--- src/rtl/serial_adder_pkg.sv ---
// ---------------------------------------------------------------------------
// serial_adder_pkg
//  Shared definitions for the bit-serial datapath blocks.
//  Exports:
//   state_t           FSM state encoding (IDLE/RUN/DONE)
//   SERIAL_WIDTH_DEF  default operand width
// ---------------------------------------------------------------------------
package serial_adder_pkg;

   localparam int SERIAL_WIDTH_DEF = 8;

   // Encodings are fixed so other serial blocks can decode a captured state.
   typedef enum logic [1:0] {
      ST_IDLE = 2'd0,
      ST_RUN  = 2'd1,
      ST_DONE = 2'd2
   } state_t;

endpackage

--- src/rtl/serial_adder_if.sv ---
// ---------------------------------------------------------------------------
// serial_adder_if
//  Start/busy/done handshake plus operand and result bus.
//  Ports (signals):
//   start      controller -> adder  request, honoured only when idle
//   a, b       controller -> adder  operands, sampled on accepted start
//   busy       adder -> controller  bits being processed
//   done       adder -> controller  one-cycle pulse, result valid
//   sum        adder -> controller  (a+b) mod 2^WIDTH
//   carry_out  adder -> controller  carry out of MSB
//  Modports: master (controller side), slave (adder side).
// ---------------------------------------------------------------------------
interface serial_adder_if #(
   parameter int WIDTH = 8
);
   logic             start;
   logic [WIDTH-1:0] a;
   logic [WIDTH-1:0] b;
   logic             busy;
   logic             done;
   logic [WIDTH-1:0] sum;
   logic             carry_out;

   modport master (
      output start, a, b,
      input  busy, done, sum, carry_out
   );

   modport slave (
      input  start, a, b,
      output busy, done, sum, carry_out
   );
endinterface

--- src/rtl/full_adder.sv ---
// ---------------------------------------------------------------------------
// full_adder
//  Combinational 1-bit full adder built from two half adders.
//  Ports: a, b, cin (in); sum, cout (out).
//  The two half-adder carries can never both be 1, so OR-ing them gives the
//  majority function.
// ---------------------------------------------------------------------------
module full_adder (
   input  logic a,
   input  logic b,
   input  logic cin,
   output logic sum,
   output logic cout
);
   logic s1, c1, c2;

   half_adder u_ha0 (.a(a),  .b(b),   .sum(s1),  .carry(c1));
   half_adder u_ha1 (.a(s1), .b(cin), .sum(sum), .carry(c2));

   assign cout = c1 | c2;
endmodule

--- src/rtl/half_adder.sv ---
// ---------------------------------------------------------------------------
// half_adder
//  Combinational 1-bit half adder.
//  Ports: a, b (in); sum = a^b, carry = a&b (out).
// ---------------------------------------------------------------------------
module half_adder (
   input  logic a,
   input  logic b,
   output logic sum,
   output logic carry
);
   assign sum   = a ^ b;
   assign carry = a & b;
endmodule

--- src/rtl/serial_adder.sv ---
// ---------------------------------------------------------------------------
// serial_adder
//  Bit-serial WIDTH-bit unsigned adder, one bit per clock, LSB first.
//  Ports:
//   clk   rising-edge clock
//   rst   synchronous active-high reset (wins over start)
//   bus   serial_adder_if.slave: start/a/b in, busy/done/sum/carry_out out
//  Timing: start accepted in cycle 0 -> busy in cycles 1..WIDTH ->
//   done pulse in cycle WIDTH+1. A start during DONE is accepted directly.
//  sum is a shift register and is only meaningful when done is seen; it is
//  held afterwards until the next accepted start.
// ---------------------------------------------------------------------------
module serial_adder
   import serial_adder_pkg::*;
#(
   parameter int WIDTH = SERIAL_WIDTH_DEF
) (
   input  logic          clk,
   input  logic          rst,
   serial_adder_if.slave bus
);
   localparam int CNT_W = $clog2(WIDTH + 1);

   state_t           state;
   logic [WIDTH-1:0] sh_a, sh_b;
   logic [WIDTH-1:0] sum_q;
   logic             carry;
   logic [CNT_W-1:0] count;
   logic             busy_q, done_q, cout_q;

   logic             fa_sum, fa_cout;
   logic [WIDTH-1:0] sum_shift;

   full_adder u_fa (
      .a    (sh_a[0]),
      .b    (sh_b[0]),
      .cin  (carry),
      .sum  (fa_sum),
      .cout (fa_cout)
   );

   // New result bit enters at the MSB; after WIDTH shifts bit 0 sits at LSB.
   generate
      if (WIDTH == 1) begin : g_w1
         assign sum_shift = fa_sum;
      end else begin : g_wn
         assign sum_shift = {fa_sum, sum_q[WIDTH-1:1]};
      end
   endgenerate

   always_ff @(posedge clk) begin
      if (rst) begin
         state  <= ST_IDLE;
         sh_a   <= '0;
         sh_b   <= '0;
         sum_q  <= '0;
         carry  <= 1'b0;
         count  <= '0;
         busy_q <= 1'b0;
         done_q <= 1'b0;
         cout_q <= 1'b0;
      end else begin
         case (state)
            ST_IDLE, ST_DONE: begin
               done_q <= 1'b0;
               if (bus.start) begin
                  sh_a   <= bus.a;
                  sh_b   <= bus.b;
                  carry  <= 1'b0;
                  count  <= '0;
                  busy_q <= 1'b1;
                  state  <= ST_RUN;
               end else begin
                  state  <= ST_IDLE;
               end
            end
            ST_RUN: begin
               sum_q <= sum_shift;
               carry <= fa_cout;
               sh_a  <= sh_a >> 1;
               sh_b  <= sh_b >> 1;
               count <= count + 1'b1;
               if (count == CNT_W'(WIDTH - 1)) begin
                  state  <= ST_DONE;
                  busy_q <= 1'b0;
                  done_q <= 1'b1;
                  cout_q <= fa_cout;
               end
            end
            default: state <= ST_IDLE;
         endcase
      end
   end

   assign bus.busy      = busy_q;
   assign bus.done      = done_q;
   assign bus.sum       = sum_q;
   assign bus.carry_out = cout_q;

endmodule
--- src/flat_wrapper.sv ---
// flat-port wrapper written by rule: the top's interface ports become plain ports
module serial_adder_flat import serial_adder_pkg::*;
#(
   parameter int WIDTH = SERIAL_WIDTH_DEF
)
  (clk, rst, bus_start, bus_a, bus_b, bus_busy, bus_done, bus_sum, bus_carry_out);
  serial_adder_if #(.WIDTH(WIDTH)) bus_i ();
  input  logic clk;
  input  logic rst;
  input wire logic [$bits(bus_i.start)-1:0] bus_start;
  input wire logic [$bits(bus_i.a)-1:0] bus_a;
  input wire logic [$bits(bus_i.b)-1:0] bus_b;
  output wire logic [$bits(bus_i.busy)-1:0] bus_busy;
  output wire logic [$bits(bus_i.done)-1:0] bus_done;
  output wire logic [$bits(bus_i.sum)-1:0] bus_sum;
  output wire logic [$bits(bus_i.carry_out)-1:0] bus_carry_out;
  assign bus_i.start = bus_start;
  assign bus_i.a = bus_a;
  assign bus_i.b = bus_b;
  assign bus_busy = bus_i.busy;
  assign bus_done = bus_i.done;
  assign bus_sum = bus_i.sum;
  assign bus_carry_out = bus_i.carry_out;
  serial_adder #(.WIDTH(WIDTH)) u_core (.clk(clk), .rst(rst), .bus(bus_i));
endmodule
--- config.mk ---
export PLATFORM = sky130hd
export DESIGN_NAME = serial_adder_flat
export DESIGN_NICKNAME = d
export VERILOG_FILES = /design/src/rtl/serial_adder_pkg.sv /design/src/rtl/serial_adder_if.sv /design/src/rtl/full_adder.sv /design/src/rtl/half_adder.sv /design/src/rtl/serial_adder.sv /design/src/flat_wrapper.sv
export SDC_FILE = /design/constraint.sdc
export NUM_CORES = 1
export LEC_CHECK = 0
export ABC_AREA = 1
export CORE_ASPECT_RATIO = 0.6
export CORE_MARGIN = 5
export CORE_UTILIZATION = 40
export DETAILED_ROUTE_END_ITERATION = 10
export PLACE_DENSITY = 0.67
export SYNTH_ARGS = -nofsm -noshare
export SYNTH_HDL_FRONTEND = slang
export SYNTH_SLANG_ARGS = --single-unit
--- constraint.sdc ---
create_clock -name clk -period 1.1 [get_ports clk]
set_clock_uncertainty 0.1 [all_clocks]
set_input_delay 0.22 -clock clk [delete_from_list [all_inputs] [get_ports clk]]
set_output_delay 0.22 -clock clk [all_outputs]
set_load 0.01 [all_outputs]
==> impl_metrics.toml <==
[status]
status = "complete, but fails checks"
violations = "setup timing"

[floorplanning]
core_um2 = 3659
die_h_um = 57.75
io_pins = 30
die-area_um2 = 5174
die_w_um = 89.59
rows = 17
initial_core_util_pct = 41.55

[sta]
rsz0062_at_grt = "yes"
tightest_slew_ps = 228.6
max_freq_ghz = 0.8153
finalSetupViolCount = 4
timing.hold.ws_ps = 364.0
fin_ws_ps = -126.5
min_period_over_period_pct = 111.5
slew_headroom_pct = 84.60
hold_viol_final = 0
period_minus_slack_ps = 1227
maxSlewViolCount = 0

[clock_tree]
tritoncts = "yes"
clk_latency_ps = 290
htreeDepth = 2
clkTransAtPathRegs_ps = 70
cts_hold_buffers = 0
clock-sinks = 34
cts_root_buffer = "clkbuf_8"
clock_path_buffers = 2
cts_made_buffers = 5

[detailed_routing]
drtIter0Drc = 67
drc_errors = 0
dr_total_vias = 1536
wl_per_cell_um = 12.65
ant_nets = 0
vias_per_cell = 4.987
wirelength_um = 3896
drt-pass1-iter-count = 4

[worst_setup_path]
startpoint_type = "flip-flop"
critPathKind = "reg -> reg"
r2r_slack_ps = -130
cp.required_ps = 1180
cp.arrival_ps = 1310
crit_path_end_kind = "flip-flop"
path_max_fanout = 2

[power_and_ir_drop]
total_power_uw = 2909
ir_drop_uv = 694.8
p_per_area_nw_per_um2 = 1287
p_leak_uw = 0.001011

[placed_design]
hpwl_um = 2646
io_buffers = 29
gp_congestion = 0.7591

[global_routing]
grt_pass1_vias = 1286
grt_overflow = 0
grt_max_degree = 15
antenna_found_initial = 0
grt_pass1_wl_um = 5947
gr-usage-all-layers_pct = 14.97

[job]
maxCapViolCount = 0

[min_path]
hold_class = "reg -> reg"

[cells_and_area]
layout-drive-gt1-share_pct = 35.25
diodes = 0
final_nets = 281
fillCellCount = 335
final_util_pct = 61.80
synthToLayoutAreaGrowth_pct = 48.72

[synthesis]
yosys_warnings = 0
ys_ff_latch = 34
netlist_area_um2 = 1520
synth_cells = 203
synth_nets = 224
synth_top_area_share_pct = 44.77
syn_area_per_cell_um2 = 7.489
seq_area_frac_synth_pct = 44.77
synth_cell_type_count = 19
synthTopCellsByArea = "dfxtp_1 (45%), nand3_1 (14%), a21oi_1 (7.9%)"
synth_largest_area_cell = "dfxtp_1"
logic make-up (layout without fill, tap and decap cells):
logic type	Yosys count	in the layout	share of synthesized area, %
buf+inv	33	91	11.52
compound gates	34	34	11.19
fa+ha+maj	2	2	2.140
flops	34	34	44.77
simple gates	100	100	30.37
Yosys cell counts:
| cell | number |
|---|---|
| fa_1 | 1 |
| nor2_2 | 1 |
| a21oi_1 | 24 |
| inv_1 | 16 |
| buf_6 | 5 |
| ha_1 | 1 |
| clkbuf_1 | 3 |
| nand2_1 | 32 |
| nor2_1 | 19 |
| buf_2 | 3 |
| dfxtp_1 | 34 |
| inv_4 | 1 |
| nand2_2 | 2 |
| buf_4 | 2 |
| nand2_4 | 1 |
| nand2_8 | 1 |
| o21ai_0 | 10 |
| nand3_1 | 44 |
| inv_2 | 3 |
power by group:
part / switching [µW] / total (µW) / internal [µW]
Combinational: 288 / 592 / 304
Clock: 445 / 950 / 505
Sequential: 53.3 / 1370 / 1310
routing by layer:
metal	share of wire (%)	up-vias	global-route usage, %
li1	-	782	-
met1	51	714	21.81
met2	42	32	20.31
met3	5.7	8	5.114
met4	1.1	0	5.096
met5	0	-	0
registers in the layout, indices dropped and copies added, names as in the netlist:
signal	cells
u_core.bus.sum	8
u_core.sh_a	8
u_core.sh_b	8
u_core.count	4
u_core.state	2
u_core.bus.busy	1
u_core.bus.carry_out	1
u_core.bus.done	1
u_core.carry	1
placed cells by master (no fill, tap or decap):
cell type and instances:
inv_6 1, dfxtp_4 1, dlygate4sd2_1 1, buf_6 7, a21oi_2 9, nand3_1 42, fa_2 1, dfxtp_1 22
buf_2 10, inv_2 1, clkinv_2 1, clkbuf_8 6, dfxtp_2 11, buf_12 3, o21ai_0 6, clkbuf_1 1
inv_4 2, nand2_4 3, nand2_2 4, ha_4 1, buf_4 25, clkdlybuf4s50_1 17, o21ai_1 4, nand2_1 27
nand3_2 2, a21oi_1 15, nand2_8 2, nor2_4 2, nor2_1 18, inv_1 16
repair_timing:
item | in CTS | in global routing
buffers inserted | 4 | 3
resized for setup | 62 | 35
endpoints found under the setup margin | 45 | 39
pin swaps | 4 | 7
worst paths after layout:
path | start | end | cells past startpoint
setup reg to reg | u_core.sh_a[0]$_SDFFE_PP0P_ | u_core.bus.sum[7]$_SDFFE_PP0P_ | 3
hold / removal | u_core.bus.done$_SDFFE_PP0P_ | u_core.bus.done$_SDFFE_PP0P_ | 2
hold reg to reg | u_core.bus.done$_SDFFE_PP0P_ | u_core.bus.done$_SDFFE_PP0P_ | 2
setup / recovery | u_core.sh_a[0]$_SDFFE_PP0P_ | u_core.bus.sum[7]$_SDFFE_PP0P_ | 3
layout make-up:
| class | instances | area (µm²) | share of cell area, % |
|---|---|---|---|
| Tap cell | 47 | 58.81 | 2.601 |
| Clock inverter | 1 | 5.005 | 0.2214 |
| Inverter | 20 | 85.08 | 3.763 |
| Sequential cell | 34 | 698.2 | 30.88 |
| Timing Repair Buffer | 63 | 555.5 | 24.57 |
| Multi-Input combinational cell | 136 | 772.0 | 34.14 |
| Clock buffer | 7 | 86.33 | 3.818 |
per-stage QoR:
| step | area (µm²) | setup TNS [ps] | std cells | setup slack [ps] |
|---|---|---|---|---|
| finish | 2261 | -204.2 | 308 | -126.5 |
| global route | 2261 | -1046 | 308 | -168.8 |
| CTS | 2132 | -222.6 | 305 | -120.4 |
| detailed placement | 2011 | -10430 | 294 | -389.9 |
| global placement | 2011 | -9893 | 294 | -352.2 |
| floorplan | 1524 | -28.99 | 203 | -28.99 |
worst max-delay path, cell delays in order (launching register included):
cell	delay, ps
dfxtp_1	360
fa_2	460
o21ai_1	150
nor2_1	60
(Power assumes the default switching activity.)
